`src/rtl/jtframe_sdram_rq_pkg.sv`:
```
// Shared helpers for the SDRAM request adapter: client-to-SDRAM address scaling
// and lane selection out of a 32-bit SDRAM line.
package jtframe_sdram_rq_pkg;

    localparam int LINEW = 32;

    // Client units are DW bits wide, SDRAM words are 16 bits wide
    function automatic logic [LINEW-1:0] scale_addr(input logic [LINEW-1:0] addr, input int dw);
        case (dw)
            8:       return addr >> 1;
            32:      return addr << 1;
            default: return addr;
        endcase
    endfunction

    function automatic logic [LINEW-1:0] lane_sel(input logic [LINEW-1:0] din, input int dw,
                                                 input logic wsel, input logic bsel);
        logic [15:0] word;
        word = wsel ? din[31:16] : din[15:0];
        case (dw)
            8:       return {24'd0, (bsel ? word[15:8] : word[7:0])};
            16:      return {16'd0, word};
            default: return din;
        endcase
    endfunction

endpackage

```
`src/rtl/jtframe_sdram_rq_if.sv`:
```
// Client + arbiter signal bundle for one SDRAM slot; the adapter uses the slave view.
interface jtframe_sdram_rq_if #(
    parameter int SDRAMW = 22,
    parameter int AW     = 8,
    parameter int DW     = 8
);
    logic              clr;
    logic [SDRAMW-1:0] offset;
    logic [AW-1:0]     addr;
    logic              addr_ok;
    logic              wrin;
    logic [DW-1:0]     wrdata;
    logic              req_rnw;
    logic [SDRAMW-1:0] sdram_addr;
    logic [31:0]       din;
    logic              din_ok;
    logic [DW-1:0]     dout;
    logic              req;
    logic              data_ok;
    logic              we;

    modport slave (
        input  clr, offset, addr, addr_ok, wrin, wrdata, din, din_ok, we,
        output req_rnw, sdram_addr, dout, req, data_ok
    );

    modport master (
        output clr, offset, addr, addr_ok, wrin, wrdata, din, din_ok, we,
        input  req_rnw, sdram_addr, dout, req, data_ok
    );
endinterface

```
`src/rtl/jtframe_sdram_rq_line.sv`:
```
// Single 32-bit cache line: valid bit, line-address tag and data, with hit compare.
module jtframe_rq_line #(
    parameter int SDRAMW = 22
) (
    input  logic              i_clk,
    input  logic              i_rst,
    input  logic              i_clr,
    input  logic              i_capture,
    input  logic [SDRAMW-1:0] i_tag,
    input  logic [31:0]       i_din,
    output logic              o_hit,
    output logic [31:0]       o_data
);
    logic              r_valid;
    logic [SDRAMW-1:0] r_tag;
    logic [31:0]       r_data;

    // Invalidation takes priority over a fill landing on the same edge
    always_ff @(posedge i_clk) begin
        if (i_rst) begin
            r_valid <= 1'b0;
            r_tag   <= '0;
            r_data  <= '0;
        end else if (i_clr) begin
            r_valid <= 1'b0;
        end else if (i_capture) begin
            r_valid <= 1'b1;
            r_tag   <= i_tag;
            r_data  <= i_din;
        end
    end

    assign o_hit  = r_valid && (r_tag == i_tag);
    assign o_data = r_data;
endmodule

```
`src/rtl/jtframe_sdram_rq.sv`:
```
// Per-slot SDRAM request adapter: ROM mode caches one 32-bit line, RAM mode
// issues one read/write access per client access.
module jtframe_sdram_rq
    import jtframe_sdram_rq_pkg::*;
#(
    parameter int SDRAMW = 22,
    parameter int AW     = 8,
    parameter int DW     = 8,
    parameter int WRITE  = 0,
    parameter int LATCH  = 0
) (
    input logic               clk,
    input logic               rst,
    jtframe_sdram_rq_if.slave bus
);
    logic [SDRAMW-1:0] w_addr;
    logic              w_capture;

    assign w_addr         = bus.offset + SDRAMW'(scale_addr(LINEW'(bus.addr), DW));
    assign w_capture      = bus.din_ok & bus.we;
    assign bus.sdram_addr = w_addr;

    generate
        if (WRITE == 0) begin : g_rom
            logic [SDRAMW-1:0] w_tag;
            logic              w_hit;
            logic [31:0]       w_line;
            logic [DW-1:0]     w_dout;
            logic              w_data_ok;

            // Narrow clients share a two-word line, so the tag ignores the word bit
            assign w_tag = (DW == 32) ? w_addr : {w_addr[SDRAMW-1:1], 1'b0};

            jtframe_rq_line #(.SDRAMW(SDRAMW)) u_line (
                .i_clk     (clk),
                .i_rst     (rst),
                .i_clr     (bus.clr),
                .i_capture (w_capture),
                .i_tag     (w_tag),
                .i_din     (bus.din),
                .o_hit     (w_hit),
                .o_data    (w_line)
            );

            assign w_dout      = DW'(lane_sel(w_line, DW, w_addr[0], bus.addr[0]));
            assign w_data_ok   = bus.addr_ok & w_hit;
            assign bus.req     = bus.addr_ok & ~w_hit;
            assign bus.req_rnw = 1'b1;

            if (LATCH != 0) begin : g_latch
                logic          r_data_ok;
                logic [DW-1:0] r_dout;

                always_ff @(posedge clk) begin
                    if (rst) begin
                        r_data_ok <= 1'b0;
                        r_dout    <= '0;
                    end else begin
                        r_data_ok <= w_data_ok;
                        r_dout    <= w_dout;
                    end
                end

                assign bus.data_ok = r_data_ok;
                assign bus.dout    = r_dout;
            end else begin : g_comb
                assign bus.data_ok = w_data_ok;
                assign bus.dout    = w_dout;
            end
        end else begin : g_ram
            logic          r_done;
            logic [AW-1:0] r_addr;
            logic          r_wrin;
            logic [DW-1:0] r_dout;
            logic          w_same;
            logic          w_done;

            // A stale done must never acknowledge a different access, even for one cycle
            assign w_same = (bus.addr == r_addr) && (bus.wrin == r_wrin);
            assign w_done = r_done & bus.addr_ok & w_same;

            always_ff @(posedge clk) begin
                if (rst) begin
                    r_done <= 1'b0;
                    r_addr <= '0;
                    r_wrin <= 1'b0;
                    r_dout <= '0;
                end else begin
                    if (!w_done) begin
                        r_addr <= bus.addr;
                        r_wrin <= bus.wrin;
                    end
                    if (!bus.addr_ok)
                        r_done <= 1'b0;
                    else if (w_capture)
                        r_done <= 1'b1;
                    else if (!w_same)
                        r_done <= 1'b0;
                    if (w_capture && !bus.wrin)
                        r_dout <= DW'(lane_sel(bus.din, DW, 1'b0, bus.addr[0]));
                end
            end

            assign bus.req     = bus.addr_ok & ~w_done;
            assign bus.data_ok = w_done;
            assign bus.dout    = r_dout;
            assign bus.req_rnw = ~bus.wrin;
        end
    endgenerate
endmodule

```
`src/flat_wrapper.sv`:
```
// flat-port wrapper written by rule: the top's interface ports become plain ports
module jtframe_sdram_rq_flat import jtframe_sdram_rq_pkg::*;
#(
    parameter int SDRAMW = 22,
    parameter int AW     = 8,
    parameter int DW     = 8,
    parameter int WRITE  = 0,
    parameter int LATCH  = 0
)
  (clk, rst, bus_clr, bus_offset, bus_addr, bus_addr_ok, bus_wrin, bus_wrdata, bus_din, bus_din_ok, bus_we, bus_req_rnw, bus_sdram_addr, bus_dout, bus_req, bus_data_ok);
  jtframe_sdram_rq_if #(.SDRAMW(SDRAMW), .AW(AW), .DW(DW)) bus_i ();
  input logic clk;
  input logic rst;
  input wire logic [$bits(bus_i.clr)-1:0] bus_clr;
  input wire logic [$bits(bus_i.offset)-1:0] bus_offset;
  input wire logic [$bits(bus_i.addr)-1:0] bus_addr;
  input wire logic [$bits(bus_i.addr_ok)-1:0] bus_addr_ok;
  input wire logic [$bits(bus_i.wrin)-1:0] bus_wrin;
  input wire logic [$bits(bus_i.wrdata)-1:0] bus_wrdata;
  input wire logic [$bits(bus_i.din)-1:0] bus_din;
  input wire logic [$bits(bus_i.din_ok)-1:0] bus_din_ok;
  input wire logic [$bits(bus_i.we)-1:0] bus_we;
  output wire logic [$bits(bus_i.req_rnw)-1:0] bus_req_rnw;
  output wire logic [$bits(bus_i.sdram_addr)-1:0] bus_sdram_addr;
  output wire logic [$bits(bus_i.dout)-1:0] bus_dout;
  output wire logic [$bits(bus_i.req)-1:0] bus_req;
  output wire logic [$bits(bus_i.data_ok)-1:0] bus_data_ok;
  assign bus_i.clr = bus_clr;
  assign bus_i.offset = bus_offset;
  assign bus_i.addr = bus_addr;
  assign bus_i.addr_ok = bus_addr_ok;
  assign bus_i.wrin = bus_wrin;
  assign bus_i.wrdata = bus_wrdata;
  assign bus_i.din = bus_din;
  assign bus_i.din_ok = bus_din_ok;
  assign bus_i.we = bus_we;
  assign bus_req_rnw = bus_i.req_rnw;
  assign bus_sdram_addr = bus_i.sdram_addr;
  assign bus_dout = bus_i.dout;
  assign bus_req = bus_i.req;
  assign bus_data_ok = bus_i.data_ok;
  jtframe_sdram_rq #(.SDRAMW(SDRAMW), .AW(AW), .DW(DW), .WRITE(WRITE), .LATCH(LATCH)) u_core (.clk(clk), .rst(rst), .bus(bus_i));
endmodule
```
`config.mk`:
```
export PLATFORM = sky130hd
export DESIGN_NAME = jtframe_sdram_rq_flat
export DESIGN_NICKNAME = d
export VERILOG_FILES = /design/src/rtl/jtframe_sdram_rq_pkg.sv /design/src/rtl/jtframe_sdram_rq_if.sv /design/src/rtl/jtframe_sdram_rq_line.sv /design/src/rtl/jtframe_sdram_rq.sv /design/src/flat_wrapper.sv
export SDC_FILE = /design/constraint.sdc
export NUM_CORES = 1
export LEC_CHECK = 0
export BUFFER_PORTS_ARGS = -buffer_cell sky130_fd_sc_hd__buf_4
export CORE_ASPECT_RATIO = 0.75
export CORE_MARGIN = 10
export CORE_UTILIZATION = 52
export DETAILED_ROUTE_END_ITERATION = 10
export PLACE_DENSITY = 0.82
export SLEW_MARGIN = 20
export SYNTH_ARGS = -nofsm -noshare
export SYNTH_HDL_FRONTEND = slang
export SYNTH_SLANG_ARGS = --single-unit
```
`constraint.sdc`:
```
create_clock -name clk -period 6.08 [get_ports clk]
set_clock_uncertainty 0.2 [all_clocks]
set_input_delay 1.216 -clock clk [delete_from_list [all_inputs] [get_ports clk]]
set_output_delay 1.216 -clock clk [all_outputs]
set_load 0.02 [all_outputs]
```
==> results.sh, run 1 <==
export IMPL_min_period_ns=5.737
export IMPL_fin_setup_tns_ns=0
export IMPL_cts_tree="yes"
export IMPL_slew_headroom_pct=35.62
export IMPL_synthAdderAreaFrac_pct=3.122
export IMPL_status="finished clean"
export IMPL_post_cts_buffers=0
export IMPL_die_y_um=90.51
export IMPL_routabilityCongestion=0.8837
export IMPL_core_area_um2=6381
export IMPL_synth_avg_cell_area_um2=8.073
export IMPL_rsz0062_at_grt="false"
export IMPL_netlist_top_cells_count="nand2_1 (93), dfxtp_1 (54), a21oi_1 (48), nor2_1 (30), xnor2_1 (19)"
export IMPL_syn2layout_area_growth_pct=23.92
export IMPL_grt_pass1_vias=3225
export IMPL_synth_edf_count=0
export IMPL_drc_errors=0
export IMPL_holdWs_ns=0.2603
export IMPL_die_x_um=114.0
export IMPL_antenna_left=0
export IMPL_slew_violations=0
export IMPL_syn_nets=512
export IMPL_yosys_register_bits=54
export IMPL_cp_required_ns=4.66
export IMPL_cts_buffer_depth=2
export IMPL_seq_area_frac_synth_pct=31.36
export IMPL_grtUsageTotal_pct=19.05
export IMPL_synth_area_leaders="dfxtp_1 (31%), nand2_1 (10%), a21oi_1 (7.0%)"
export IMPL_synth_top_area_share_pct=31.36
export IMPL_yosysWarnings=0
export IMPL_antennaDiodeCount=0
export IMPL_stdcell_count=586
export IMPL_clkLatencyLatePin_ns=0.31
export IMPL_critPathKind="in -> out"
export IMPL_vias=3417
export IMPL_synth_most_common_cell="nand2_1"
export IMPL_peakVddDrop_mv=0.1042
export IMPL_grt_overflow_total=0
export IMPL_hpwl_um=7931
export IMPL_synthMuxAreaShare_pct=5.227
export IMPL_synthXorXnorAreaFrac_pct=11.76
export IMPL_maxCapViolations=0
export IMPL_cts_clk_slew_worst_paths_ns=0.10
export IMPL_io_pins=110
export IMPL_routed_wirelength_um=10380
export IMPL_startpoint_type="input pin"
export IMPL_setup_violations=0
export IMPL_finalCritPeriodShare_pct=94.35
export IMPL_firstDrtPassIters=9
export IMPL_dieArea_um2=10320
export IMPL_clockRootBuffer="clkbuf_8"
export IMPL_cts_sinks=54
export IMPL_p_per_area_nw_per_um2=200.3
export IMPL_yosysUniqueCellTypes=61
export IMPL_antenna_found_initial=0
export IMPL_path_max_fanout=4
export IMPL_via_per_inst=5.831
export IMPL_grt_pass1_wl_um=16430
export IMPL_start_util_pct=54.02
export IMPL_timing_fmax_mhz=174.3
export IMPL_ys_async_sr_fraction_pct=0
export IMPL_htreeDepth=2
export IMPL_synth_compound_area_share_pct=18.77
export IMPL_rows=25
export IMPL_p_leak_uw=0.001771
export IMPL_ctsResizeCount=0
export IMPL_hold_viol=0
export IMPL_hold_path_class="reg -> reg"
export IMPL_layout_drive_gt1_share_pct=25.54
export IMPL_syn_area_um2=3447
export IMPL_port_buffers=99
export IMPL_nNetsFinal=589
export IMPL_numCtsBuffers=5
export IMPL_wl_per_cell_um=17.71
export IMPL_end_kind="output pin"
export IMPL_yosys_area_top_type="dfxtp_1"
export IMPL_tightest_slew_ns=0.9657
export IMPL_dp_cells=578
export IMPL_synth_top_family_by_area="simple AND/OR/NAND/NOR gates"
export IMPL_reg2reg_slack_ns=5.03
export IMPL_synthSimpleGateAreaFrac_pct=24.61
export IMPL_initialDrtViolationCount=273
export IMPL_synthFlopType="dfxtp_1"
export IMPL_grt_max_degree=58
export IMPL_syn_instance_count=427
export IMPL_hold_buffers=0
export IMPL_worstPathArrival_ns=4.32
power breakdown:
group          total (uW)  switching, uW  internal, uW
Combinational         262            143           119
Clock                 215            130          85.7
Sequential            378           10.3           368
layout by cell type (no fill, tap or decap), types with 6 or more instances in the layout:
cell / netlist / routed
and3_1: 6 / 6
a21oi_1: 48 / 48
a211oi_1: 11 / 11
nor2_1: 30 / 29
xnor2_1: 19 / 19
nand3_1: 6 / 6
mux4_2: 8 / 8
nand4_1: 7 / 7
nand2_1: 93 / 93
buf_4: 3 / 100
xnor3_1: 6 / 6
nor3_1: 15 / 15
inv_1: 11 / 11
xor2_1: 10 / 10
ha_1: 7 / 7
dfxtp_1: 54 / 54
flip-flops by register name (all words and copies together), names as in the netlist:
register and flops:
u_core.g_rom.u_line.o_data 32, u_core.g_rom.u_line.r_tag 21, u_core.g_rom.u_line.r_valid 1
metal layers:
layer | vias up | GRT usage [%] | routed length [um]
met4 | 0 | 3.854 | 108
met1 | 1615 | 25.84 | 4694
li1 | 1657 | - | -
met3 | 14 | 5.644 | 893
met5 | - | 0 | 0
met2 | 131 | 29.07 | 4679
layout make-up:
class                      count  area, um2
inverter                      11      41.29
multi-input combinational    332       2200
clock buffer                   5      68.82
fill                         558       2110
tap                           81      101.3
clock inverter                 3      28.78
timing repair buffer         100      750.7
sequential                    54       1081
through the flow:
stage               util (%)  instance area, um2  power, uW  setup WS [ns]
floorplan                  -                3447      546.3         0.3841
global placement       65.41                4174      641.2         0.4429
detailed placement     65.41                4174      646.3         0.3978
CTS                    66.94                4272      858.5         0.3788
global route           66.94                4272      896.3         0.2101
finish                 66.94                4272      855.6         0.3434
worst paths after layout:
check | from | end | depth (start not counted)
max | bus_addr[1] | bus_data_ok | 11
min reg2reg | u_core.g_rom.u_line.o_data[21]$_SDFFE_PP0P_ | u_core.g_rom.u_line.o_data[21]$_SDFFE_PP0P_ | 2
min | u_core.g_rom.u_line.o_data[21]$_SDFFE_PP0P_ | u_core.g_rom.u_line.o_data[21]$_SDFFE_PP0P_ | 2
max reg2reg | u_core.g_rom.u_line.r_tag[18]$_SDFFE_PP0P_ | u_core.g_rom.u_line.r_tag[18]$_SDFFE_PP0P_ | 2
cell families after synthesis:
logic type,count (synthesis)
and+or+nand+nor,182
AOI/OAI and AO/OA,97
DFF,54
buffers and inverters,41
xor gates and xnor gates,36
adders and majority gates,8
muxes,8
other,1
worst max-delay path, stage by stage:
cell      delay (ns)
buf_4           0.11
ha_1            0.22
fa_1            0.46
a21o_1          0.26
a21oi_1         0.25
xnor3_1         0.28
a311oi_1        0.31
nand4_1         0.19
or4_4           0.57
nor4_1          0.27
buf_4           0.19
(Power assumes the default switching activity.)
==> run 2: changes to the inputs <==
--- a/config.mk
+++ b/config.mk
@@ -11,6 +11,7 @@
 export CORE_UTILIZATION = 52
 export DETAILED_ROUTE_END_ITERATION = 10
 export PLACE_DENSITY = 0.82
+export REMOVE_ABC_BUFFERS = 1
 export SLEW_MARGIN = 20
 export SYNTH_ARGS = -nofsm -noshare
 export SYNTH_HDL_FRONTEND = slang
==> results.sh, run 2 (synthesized netlist as in run 1, its figures left out) <==
export IMPL_status="finished clean"
export IMPL_swShare_pct=31.19
export IMPL_fin_setup_tns_ns=0
export IMPL_p_leak_uw=0.001779
export IMPL_die_y_um=90.51
export IMPL_numCtsBuffers=5
export IMPL_ctsResizeCount=0
export IMPL_die_x_um=114.0
export IMPL_grt_busiest_layer="met2"
export IMPL_end_kind="output pin"
export IMPL_min_period_ns=5.668
export IMPL_hold_viol=0
export IMPL_hpwl_um=7509
export IMPL_cp_slowest_cell="or4_4"
export IMPL_slew_headroom_pct=34.19
export IMPL_slew_violations=0
export IMPL_clockRootBuffer="clkbuf_8"
export IMPL_final_fill_count=560
export IMPL_antenna_found_initial=0
export IMPL_pwr_share_seq_pct=42.4
export IMPL_max_stage_delay_ns=0.56
export IMPL_holdWs_ns=0.2585
export IMPL_largest_reg_flops=32
export IMPL_switching_power_uw=277.3
export IMPL_routed_wirelength_um=9918
export IMPL_dp_cells=578
export IMPL_stdcell_count=586
export IMPL_layout_common_cells="buf_4 (100), nand2_1 (93), dfxtp_1 (54)"
export IMPL_grt_pass1_vias=3341
export IMPL_htreeDepth=2
export IMPL_grt_met3_usage_pct=5.644
export IMPL_design_area_um2=4290
export IMPL_port_buffers=99
export IMPL_cts_buffer_depth=2
export IMPL_worstPathArrival_ns=4.25
export IMPL_final_common_cell="buf_4"
export IMPL_use_met1_pct=25.45
export IMPL_crit_family="simple AND/OR/NAND/NOR gates"
export IMPL_crit_top_cell="buf_4"
export IMPL_grt_max_degree=58
export IMPL_setup_violations=0
export IMPL_clkLatencyLatePin_ns=0.31
export IMPL_hold_path_class="reg -> reg"
export IMPL_io_pins=110
export IMPL_drc_errors=0
export IMPL_peakVddDrop_mv=0.1232
export IMPL_cts_sinks=54
export IMPL_maxCapViolations=0
export IMPL_antenna_left=0
export IMPL_antennaDiodeCount=0
export IMPL_startpoint_type="input pin"
export IMPL_rsz0062_at_grt="false"
export IMPL_vias=3388
export IMPL_cts_clk_slew_worst_paths_ns=0.10
export IMPL_pwr_share_comb_pct=29.2
export IMPL_cp_cell_sequence="buf_4 > ha_1 > fa_1 > a21o_1 > a21oi_1 > xnor3_1 > a311oi_1 > nand4_1 > or4_4 > nor4_1 > buf_4"
export IMPL_tightest_slew_ns=0.9872
export IMPL_grt_overflow_total=0
export IMPL_post_cts_buffers=0
export IMPL_hold_buffers=0
export IMPL_p_per_area_nw_per_um2=207.3
export IMPL_path_max_fanout=4
export IMPL_syn2layout_area_growth_pct=24.46
export IMPL_start_util_pct=54.02
export IMPL_timing_fmax_mhz=176.4
export IMPL_finalCritPeriodShare_pct=93.22
export IMPL_critical_path_buf_inv_count=2
export IMPL_initialDrtViolationCount=231
export IMPL_nNetsFinal=589
export IMPL_placed_area_um2=4174
export IMPL_p_int_uw=612.0
export IMPL_cts_tree="yes"
export IMPL_core_area_um2=6381
export IMPL_firstDrtPassIters=5
export IMPL_gr_usage_met2_pct=28.50
export IMPL_routabilityCongestion=0.9294
export IMPL_grt_pass1_wl_um=16370
export IMPL_dieArea_um2=10320
export IMPL_wl_per_cell_um=16.92
export IMPL_grtUsageTotal_pct=18.77
export IMPL_cp_required_ns=4.66
export IMPL_clkPwrFrac_pct=28.4
export IMPL_rows=25
export IMPL_via_per_inst=5.782
export IMPL_layout_drive_gt1_share_pct=25.54
export IMPL_critPathKind="in -> out"
run 2: cell types whose count changed in the layout (fill, tap and decap cells not counted):
cell / delta
inv_6: +1
clkinv_4: -1
inv_8: -1
bufinv_16: +1
run 2: power groups by stage:
stage	logic, uW	registers [uW]	clock network (uW)
detailed placement	258	386	0
CTS	259	377	258
global route	281	380	274
finish	259	378	252
global placement	253	385	0
floorplan	152	383	0
run 2: routing by layer:
metal  vias to the layer above  wire, um  share of wire [%]
met5                         -         0                  0
met4                         0        85               0.86
met3                        14       944                9.5
met1                      1585      4443                 45
met2                       139      4445                 45
li1                       1650         -                  -
run 2: path summary, 6_finish.rpt:
path / start / endpoint / slack [ns] / depth (start not counted)
hold / removal: u_core.g_rom.u_line.o_data[21]$_SDFFE_PP0P_ / u_core.g_rom.u_line.o_data[21]$_SDFFE_PP0P_ / 0.26 / 2
setup / recovery: bus_addr[1] / bus_data_ok / 0.41 / 11
hold reg to reg: u_core.g_rom.u_line.o_data[21]$_SDFFE_PP0P_ / u_core.g_rom.u_line.o_data[21]$_SDFFE_PP0P_ / 0.26 / 2
setup reg to reg: u_core.g_rom.u_line.r_tag[18]$_SDFFE_PP0P_ / u_core.g_rom.u_line.r_tag[18]$_SDFFE_PP0P_ / 5.03 / 2
run 2: worst min-delay path: stages (launching register included):
cell and delay (ns):
dfxtp_1 0.32, nand2_1 0.05, a21oi_1 0.05
run 2: per-stage QoR:
| stage | util [%] | total power (uW) | worst slack [ns] |
|---|---|---|---|
| 2_1_floorplan | - | 534.2 | 0.3799 |
| 3_3_place_gp | 65.41 | 638.0 | 0.4805 |
| 3_5_place_dp | 65.41 | 643.6 | 0.4515 |
| 4_1_cts | 67.24 | 893.8 | 0.4349 |
| 5_1_grt | 67.24 | 935.3 | 0.2585 |
| 6_report | 67.24 | 889.3 | 0.4123 |
run 2: area by class of cell:
class / count / area (um2) / share of cell area [%]
Clock inverter: 3 / 47.55 / 1.108
Tap cell: 81 / 101.3 / 2.362
Sequential cell: 54 / 1081 / 25.20
Inverter: 11 / 41.29 / 0.9624
Multi-Input combinational cell: 332 / 2200 / 51.27
Clock buffer: 5 / 68.82 / 1.604
Timing Repair Buffer: 100 / 750.7 / 17.50
